$ cat config.mk
export PLATFORM = sky130hd
export DESIGN_NAME = mem_arbiter
export DESIGN_NICKNAME = d
export VERILOG_FILES = /design/src/rtl/mem_arbiter.sv
export SDC_FILE = /design/constraint.sdc
export NUM_CORES = 1
export LEC_CHECK = 0
export BUFFER_PORTS_ARGS = -buffer_cell sky130_fd_sc_hd__buf_2
export CAP_MARGIN = 20
export CORE_AREA = 2 2 121 123
export CTS_BUF_LIST = sky130_fd_sc_hd__clkbuf_4
export CTS_CLUSTER_SIZE = 20
export DETAILED_ROUTE_END_ITERATION = 16
export DIE_AREA = 0 0 123 125
export GPL_ROUTABILITY_DRIVEN = 0
export PLACE_DENSITY_LB_ADDON = 0.25
export SLEW_MARGIN = 20
export SYNTH_ARGS = -nofsm -noshare
export SYNTH_HDL_FRONTEND = slang
export SYNTH_SLANG_ARGS = --single-unit
$ cat constraint.sdc
create_clock -name clk_i -period 2.94 [get_ports clk_i]
set_clock_uncertainty 0.15 [all_clocks]
set_input_delay 0.147 -clock clk_i [delete_from_list [all_inputs] [get_ports clk_i]]
set_output_delay 0.147 -clock clk_i [all_outputs]
set_load 0.03 [all_outputs]
$ cat src/rtl/mem_arbiter.sv
`default_nettype none
// ============================================================================
// Module   : mem_arbiter
// Brief    : Two-master arbiter for the external data memory port, with watchdog.
// Revision : 1.0
// ============================================================================
module mem_arbiter #(
    parameter int FIXED_PRIO     = 0,
    parameter int TIMEOUT_CYCLES = 255
) (
    input  logic        clk_i,
    input  logic        rst_i,
    input  logic        m0_req_i,
    input  logic        m0_we_i,
    input  logic [3:0]  m0_be_i,
    input  logic [31:0] m0_addr_i,
    input  logic [31:0] m0_wd_i,
    output logic [31:0] m0_rd_o,
    output logic        m0_ready_o,
    input  logic        m1_req_i,
    input  logic        m1_we_i,
    input  logic [3:0]  m1_be_i,
    input  logic [31:0] m1_addr_i,
    input  logic [31:0] m1_wd_i,
    output logic [31:0] m1_rd_o,
    output logic        m1_ready_o,
    output logic        mem_req_o,
    output logic        mem_we_o,
    output logic [3:0]  mem_be_o,
    output logic [31:0] mem_addr_o,
    output logic [31:0] mem_wd_o,
    input  logic [31:0] mem_rd_i,
    input  logic        mem_ready_i,
    output logic [1:0]  grant_o,
    output logic        timeout_o
);

    typedef enum logic [1:0] {
        IDLE   = 2'd0,
        GRANT0 = 2'd1,
        GRANT1 = 2'd2,
        ABORT  = 2'd3
    } state_t;

    localparam logic [15:0] TIMEOUT_LIMIT = 16'(TIMEOUT_CYCLES);
    localparam logic        TIMEOUT_EN    = (TIMEOUT_CYCLES != 0);
    localparam logic        ROUND_ROBIN   = (FIXED_PRIO == 0);

    state_t      state;
    logic        last;
    logic [15:0] wait_cnt;
    logic [15:0] wait_cnt_inc;
    logic        in_grant0;
    logic        in_grant1;
    logic        in_abort;

    assign wait_cnt_inc = wait_cnt + 16'd1;

    // 'last' is updated on entry to ABORT so that, while aborting, it already
    // names the port that must receive the error completion.
    always_ff @(posedge clk_i or posedge rst_i) begin
        if (rst_i) begin
            state    <= IDLE;
            last     <= 1'b1;
            wait_cnt <= '0;
        end else begin
            case (state)
                IDLE: begin
                    wait_cnt <= '0;
                    if (m0_req_i && m1_req_i) begin
                        state <= (!ROUND_ROBIN || last) ? GRANT0 : GRANT1;
                    end else if (m0_req_i) begin
                        state <= GRANT0;
                    end else if (m1_req_i) begin
                        state <= GRANT1;
                    end
                end
                GRANT0: begin
                    if (mem_ready_i) begin
                        last     <= 1'b0;
                        wait_cnt <= '0;
                        state    <= (ROUND_ROBIN && m1_req_i) ? GRANT1 : IDLE;
                    end else begin
                        wait_cnt <= wait_cnt_inc;
                        if (TIMEOUT_EN && (wait_cnt_inc == TIMEOUT_LIMIT)) begin
                            last  <= 1'b0;
                            state <= ABORT;
                        end
                    end
                end
                GRANT1: begin
                    if (mem_ready_i) begin
                        last     <= 1'b1;
                        wait_cnt <= '0;
                        state    <= (ROUND_ROBIN && m0_req_i) ? GRANT0 : IDLE;
                    end else begin
                        wait_cnt <= wait_cnt_inc;
                        if (TIMEOUT_EN && (wait_cnt_inc == TIMEOUT_LIMIT)) begin
                            last  <= 1'b1;
                            state <= ABORT;
                        end
                    end
                end
                ABORT: begin
                    state <= IDLE;
                end
                default: begin
                    state <= IDLE;
                end
            endcase
        end
    end

    assign in_grant0 = (state == GRANT0);
    assign in_grant1 = (state == GRANT1);
    assign in_abort  = (state == ABORT);

    always_comb begin
        mem_we_o   = 1'b0;
        mem_be_o   = '0;
        mem_addr_o = '0;
        mem_wd_o   = '0;
        if (in_grant0) begin
            mem_we_o   = m0_we_i;
            mem_be_o   = m0_be_i;
            mem_addr_o = m0_addr_i;
            mem_wd_o   = m0_wd_i;
        end else if (in_grant1) begin
            mem_we_o   = m1_we_i;
            mem_be_o   = m1_be_i;
            mem_addr_o = m1_addr_i;
            mem_wd_o   = m1_wd_i;
        end
    end

    assign mem_req_o  = in_grant0 | in_grant1;
    assign grant_o    = {in_grant1, in_grant0};
    assign timeout_o  = in_abort;
    assign m0_ready_o = (in_grant0 & mem_ready_i) | (in_abort & ~last);
    assign m1_ready_o = (in_grant1 & mem_ready_i) | (in_abort & last);
    assign m0_rd_o    = in_grant0 ? mem_rd_i : '0;
    assign m1_rd_o    = in_grant1 ? mem_rd_i : '0;

endmodule
`default_nettype wire

# Word-level counts from Yosys, hierarchy flattened
# Cells that the tools add are included.
totals:
  wordCells: 52
  out_inout_bits: 139
  regBits: 19
  in_bits: 175
classes:
  add_sub_neg: 1
  reduce_logical: 6
  n_eq_ne: 7
  muxes: 27
  bitwise_logic: 8
ops:
  columns: ["operator", "n"]
  rows:
  - ["two-way mux 32 bit", 6]
  - ["case mux 16 bit (2 select lines)", 1]
  - ["adder 16 x 1 -> 16 bit (second input constant)", 1]
  - ["== test 16 x 8 -> 1 bit (second input constant)", 1]
  - ["two-way mux 16 bit", 1]
  - ["two-way mux 2 bit", 8]
  - ["two-way mux 4 bit", 2]
  - ["case mux 2 bit (4 select lines)", 1]
  - ["two-way mux 1 bit", 7]
  - ["inequality test 3 x 2 -> 1 bit (second input constant)", 2]
  - ["bitwise AND 1 bit", 4]
  - ["== test 2 bit (second input constant)", 2]
  - ["inequality test 4 bit (second input constant)", 1]
  - ["nonzero test 2 bit", 2]
  - ["OR 1 bit", 3]
  - ["AND reduction 3 bit", 1]
  - ["== test 2 x 1 -> 1 bit (second input constant)", 1]
  - ["logical NOT 2 bit", 1]
  - ["case mux 1 bit (2 select lines)", 1]
  - ["OR reduction 2 bit", 1]
  - ["logical AND 1 bit", 1]
  - ["inverter 1 bit", 1]

# Logic depth before layout (Yosys ltp)
depth:
  ltp_word: 5
  depth_mapped: 9
  ltp_nobuf: 7

# Least setup slack after synthesis
# No wires, ideal clock.
synth_path:
  kind: "reg-to-output"
  startpoint: "register state[0]"
  endpoint: "output mem_addr_o[24]"
  t_required_ns: 2.643
  path_buffers: 3
  stages_incl_launch_ff: 8
  setup_slack_ns: 0.598
  arrival_ns: 2.045
  path_cell_list: "dfrtp_1 inv_1 ha_1 nor2b_1 clkbuf_1 clkbuf_1 buf_1 a22o_1"
synth_via:
  elab_chain_cells: 3
  word_cells_on_any_way: 4
  classes_between: "2 x eq/ne; 2 x mux"
synth_lines:
  columns: ["element", "line", "rtl"]
  rows:
  - ["from (decl)", "49", "state_t state;"]
  - ["from (signal assigned)", "71", "state <= (!ROUND_ROBIN || last) ? GRANT0 : GRANT1;"]
  - ["from (signal assigned)", "82", "state <= (ROUND_ROBIN && m1_req_i) ? GRANT1 : IDLE;"]
  - ["from (signal assigned)", "95", "state <= (ROUND_ROBIN && m0_req_i) ? GRANT0 : IDLE;"]
  - ["== test 2 bit", "115", "assign in_grant1 = (state == GRANT1);"]
  - ["named net in_grant1", "54", "logic in_grant1;"]
  - ["two-way mux 32 bit", "128", "end else if (in_grant1) begin"]
  - ["two-way mux 32 bit", "123", "if (in_grant0) begin"]
  - ["to (decl)", "30", "output logic [31:0] mem_addr_o,"]
# The timed path passes the listed nets, and every way through them passes these cells.

# Worst setup path in the final report
layout_path:
  startpoint: "register state[0]"
  endpoint: "output mem_wd_o[14]"
layout_via:
  elab_chain_cells: 3
  word_cells_on_any_way: 4
  classes_between: "2 x eq/ne; 2 x mux"
layout_lines:
  columns: ["element", "line", "rtl"]
  rows:
  - ["== test 2 bit", "115", null]
  - ["two-way mux 32 bit", "128", null]
  - ["two-way mux 32 bit (*)", "123", null]
  - ["to (decl)", "31", "output logic [31:0] mem_wd_o,"]
# Every way passes the cells marked *; elsewhere a longest branch is shown, timed or not.

==> impl_metrics.env <==
export IMPL_outcome="finished clean"
export IMPL_vias=3955
export IMPL_die_h_microns=125
export IMPL_tightest_slew_ns=0.761
export IMPL_critPathMaxFanout=68
export IMPL_critPathArrivalTime_ns=2.28
export IMPL_grt_pass1_wl_mm=24.8
export IMPL_synth_edf_count=0
export IMPL_yosysUniqueCellTypes=48
export IMPL_cts_root_buf="clkbuf_4"
export IMPL_row_count=44
export IMPL_fillers=1591
export IMPL_layout_nets=810
export IMPL_cp_end_kind="primary output"
export IMPL_p_leak_nw=2.48
export IMPL_final_max_slew_viol_count=0
export IMPL_comb_power_share_pct=88.1
export IMPL_grt_setup_unrepaired="false"
export IMPL_cts_clk_slew_worst_paths_ns=0.11
export IMPL_dp_cells=804
export IMPL_synthesis_nets=523
export IMPL_route_detailed_drc=0
export IMPL_antenna_found_initial=26
export IMPL_cts_tree="yes"
export IMPL_reg2reg_from="wait_cnt[0]"
export IMPL_start_util_pct=18.4
export IMPL_place_hpwl_mm=16.0
export IMPL_reg2reg_to="last"
export IMPL_clock_sinks=19
export IMPL_cts_resized=0
export IMPL_clk_latency_ns=0.30
export IMPL_finalSetupViolCount=0
export IMPL_drt_pass1_iterations=4
export IMPL_io_pins=314
export IMPL_wire_per_inst_microns=22.0
export IMPL_grt_util_met2_pct=34.7
export IMPL_synthCells=340
export IMPL_switching_share_pct=64.5
export IMPL_syn_avg_cell_area_sq_um=7.69
export IMPL_syn_to_final_growth_pct=68.1
export IMPL_min_period_ns=2.58
export IMPL_grt_max_degree=86
export IMPL_grt_pass1_vias=3744
export IMPL_core_region_area_sq_um=14200
export IMPL_switchingPower_w=0.00261
export IMPL_slew_headroom_pct=49.2
export IMPL_post_route_period_util_pct=87.8
export IMPL_htree_levels=1
export IMPL_crit_type="register to primary output"
export IMPL_grt_overflow=0
export IMPL_cp_start_kind="register"
export IMPL_worstPathRequired_ns=2.64
export IMPL_use_met3_pct=15.1
export IMPL_p_int_w=0.00143
export IMPL_seq_area_frac_synth_pct=18.2
export IMPL_synth_seq_cells=19
export IMPL_ff2ff_setup_slack_ns=0.54
export IMPL_seqPwrFrac_pct=8.3
export IMPL_fmaxAchievable_mhz=388
export IMPL_drv_cap=0
export IMPL_clockBufferDepth=2
export IMPL_drt_iter0_drc=191
export IMPL_p_clk_share_pct=3.6
export IMPL_setup_tns_final_ns=0
export IMPL_p_per_area_nw_per_um2=920
export IMPL_synthArstFlopShare_pct=100
export IMPL_ir_drop_mv=0.382
export IMPL_hold_viol=0
export IMPL_numCtsBuffers=3
export IMPL_gr_max_usage_layer="met2"
export IMPL_crit_path_end="mem_wd_o[14]"
export IMPL_ys_warn_count=0
export IMPL_port_buffers=313
export IMPL_drive_gt1_share_pct=53.4
export IMPL_rr_worst_depth=7
export IMPL_min_path_type="primary input to register"
export IMPL_grt_total_usage_pct=22.4
export IMPL_final_cells=824
export IMPL_vias_per_cell=4.80
export IMPL_netlist_area_sq_um=2610
export IMPL_postRouteAntennaNets=0
export IMPL_use_met1_pct=26.8
export IMPL_die_w_microns=123
export IMPL_synth_ff_type="dfrtp_1"
export IMPL_die_area_sq_um=15400
export IMPL_startpoint="state[0]"
export IMPL_totalWireLength_mm=18.2
[flip-flops by register name (all words and copies together) (netlist names)]
signal,count
last,1
state,2
wait_cnt,16
[layout make-up]
cell class | count | area (sq um) | area share (%)
Sequential cell | 19 | 477 | 10.9
Clock buffer | 4 | 30.0 | 0.684
Timing Repair Buffer | 319 | 1640 | 37.4
Antenna cell | 14 | 35.0 | 0.797
Multi-Input combinational cell | 274 | 1940 | 44.2
Inverter | 10 | 37.5 | 0.854
Tap cell | 184 | 230 | 5.24
[layer usage]
| metal | wire length (microns) | vias up |
|---|---|---|
| li1 | - | 1852 |
| met4 | 102 | 12 |
| met1 | 7220 | 1841 |
| met5 | 72 | - |
| met3 | 2940 | 19 |
| met2 | 7820 | 231 |
[power groups by stage]
stage	sequential (W)	clock (W)	combinational, W
2_1_floorplan	0.000328	0	0.00243
3_3_place_gp	0.000338	0	0.00356
3_5_place_dp	0.000341	0	0.00357
4_1_cts	0.000335	0.000154	0.00359
5_1_grt	0.000344	0.000170	0.00379
6_report	0.000336	0.000146	0.00356
[cell usage after synthesis (4+ instances only)]
cell type	count	area (sq um)
and2_1	67	419
o31ai_1	4	30.0
a31oi_1	4	25.0
inv_1	10	37.5
xor2_1	4	35.0
buf_2	4	20.0
a22o_1	69	604
nand3_1	10	50.1
a21oi_1	11	55.1
dfrtp_1	18	450
clkbuf_1	26	97.6
nor3_1	4	20.0
nor2_1	6	22.5
ha_1	8	100
o21ai_0	27	135
nand2_1	18	67.6
[layout by cell type (no fill, tap or decap), types with 3 or more instances in the layout]
cell	instances
nand4_1	3
xor2_1	4
buf_2	313
o21ai_0	27
nand2_1	18
a21o_1	3
a22o_1	69
nand3_1	10
dfrtp_1	18
ha_1	7
diode_2	14
clkbuf_4	4
and2_1	67
inv_1	10
nor2_1	6
o31ai_1	4
a21oi_1	11
a31oi_1	4
nor3_1	4
nor4_1	3
[stage by stage]
step	setup slack, ns	hold slack [ns]	power (W)	utilization [%]	instance area, sq um
finish	0.360	0.0895	0.00404	30.9	4390
global placement	0.669	0.181	0.00390	30.3	4310
CTS	0.355	0.0942	0.00407	30.7	4360
floorplan	0.598	-0.0526	0.00276	-	2610
global route	0.239	0.120	0.00431	30.7	4370
detailed placement	0.624	0.179	0.00391	30.3	4310
[timing repair]
item | in CTS | in global routing
setup buffers | 0 | 0
hold buffers | 2 | 0
hold endpoints to repair | 19 | 0
[worst min path at each step]
| stage | from | endpoint | cells past startpoint |
|---|---|---|---|
| 6_report | mem_ready_i | state[1] | 3 |
| 2_1_floorplan | rst_i | state[0] | 1 |
| 5_1_grt | mem_ready_i | state[1] | 3 |
| 3_3_place_gp | rst_i | wait_cnt[0] | 2 |
| 4_1_cts | mem_ready_i | state[1] | 3 |
| 3_5_place_dp | rst_i | wait_cnt[0] | 2 |
[critical path, cell delays in order, from the launching register on]
cell and delay [ns]:
dfrtp_1 0.46, inv_1 0.17, ha_1 0.27, nor2b_4 0.21, buf_12 0.27, a22o_1 0.31
buf_2 0.25
[logic make-up (layout without fill, tap and decap cells)]
kind of cell / Yosys count / in the layout / share of synthesized area (%)
buffers and inverters: 47 / 333 / 8.23
XOR/XNOR: 6 / 6 / 2.01
AO/OA/AOI/OAI: 131 / 131 / 38.0
adder cells (fa/ha/maj): 8 / 8 / 3.83
AND/OR/NAND/NOR: 129 / 129 / 29.7
flip-flops: 19 / 19 / 18.2
other: 0 / 14 / 0
Note: power is estimated with default switching activity, not from simulation.
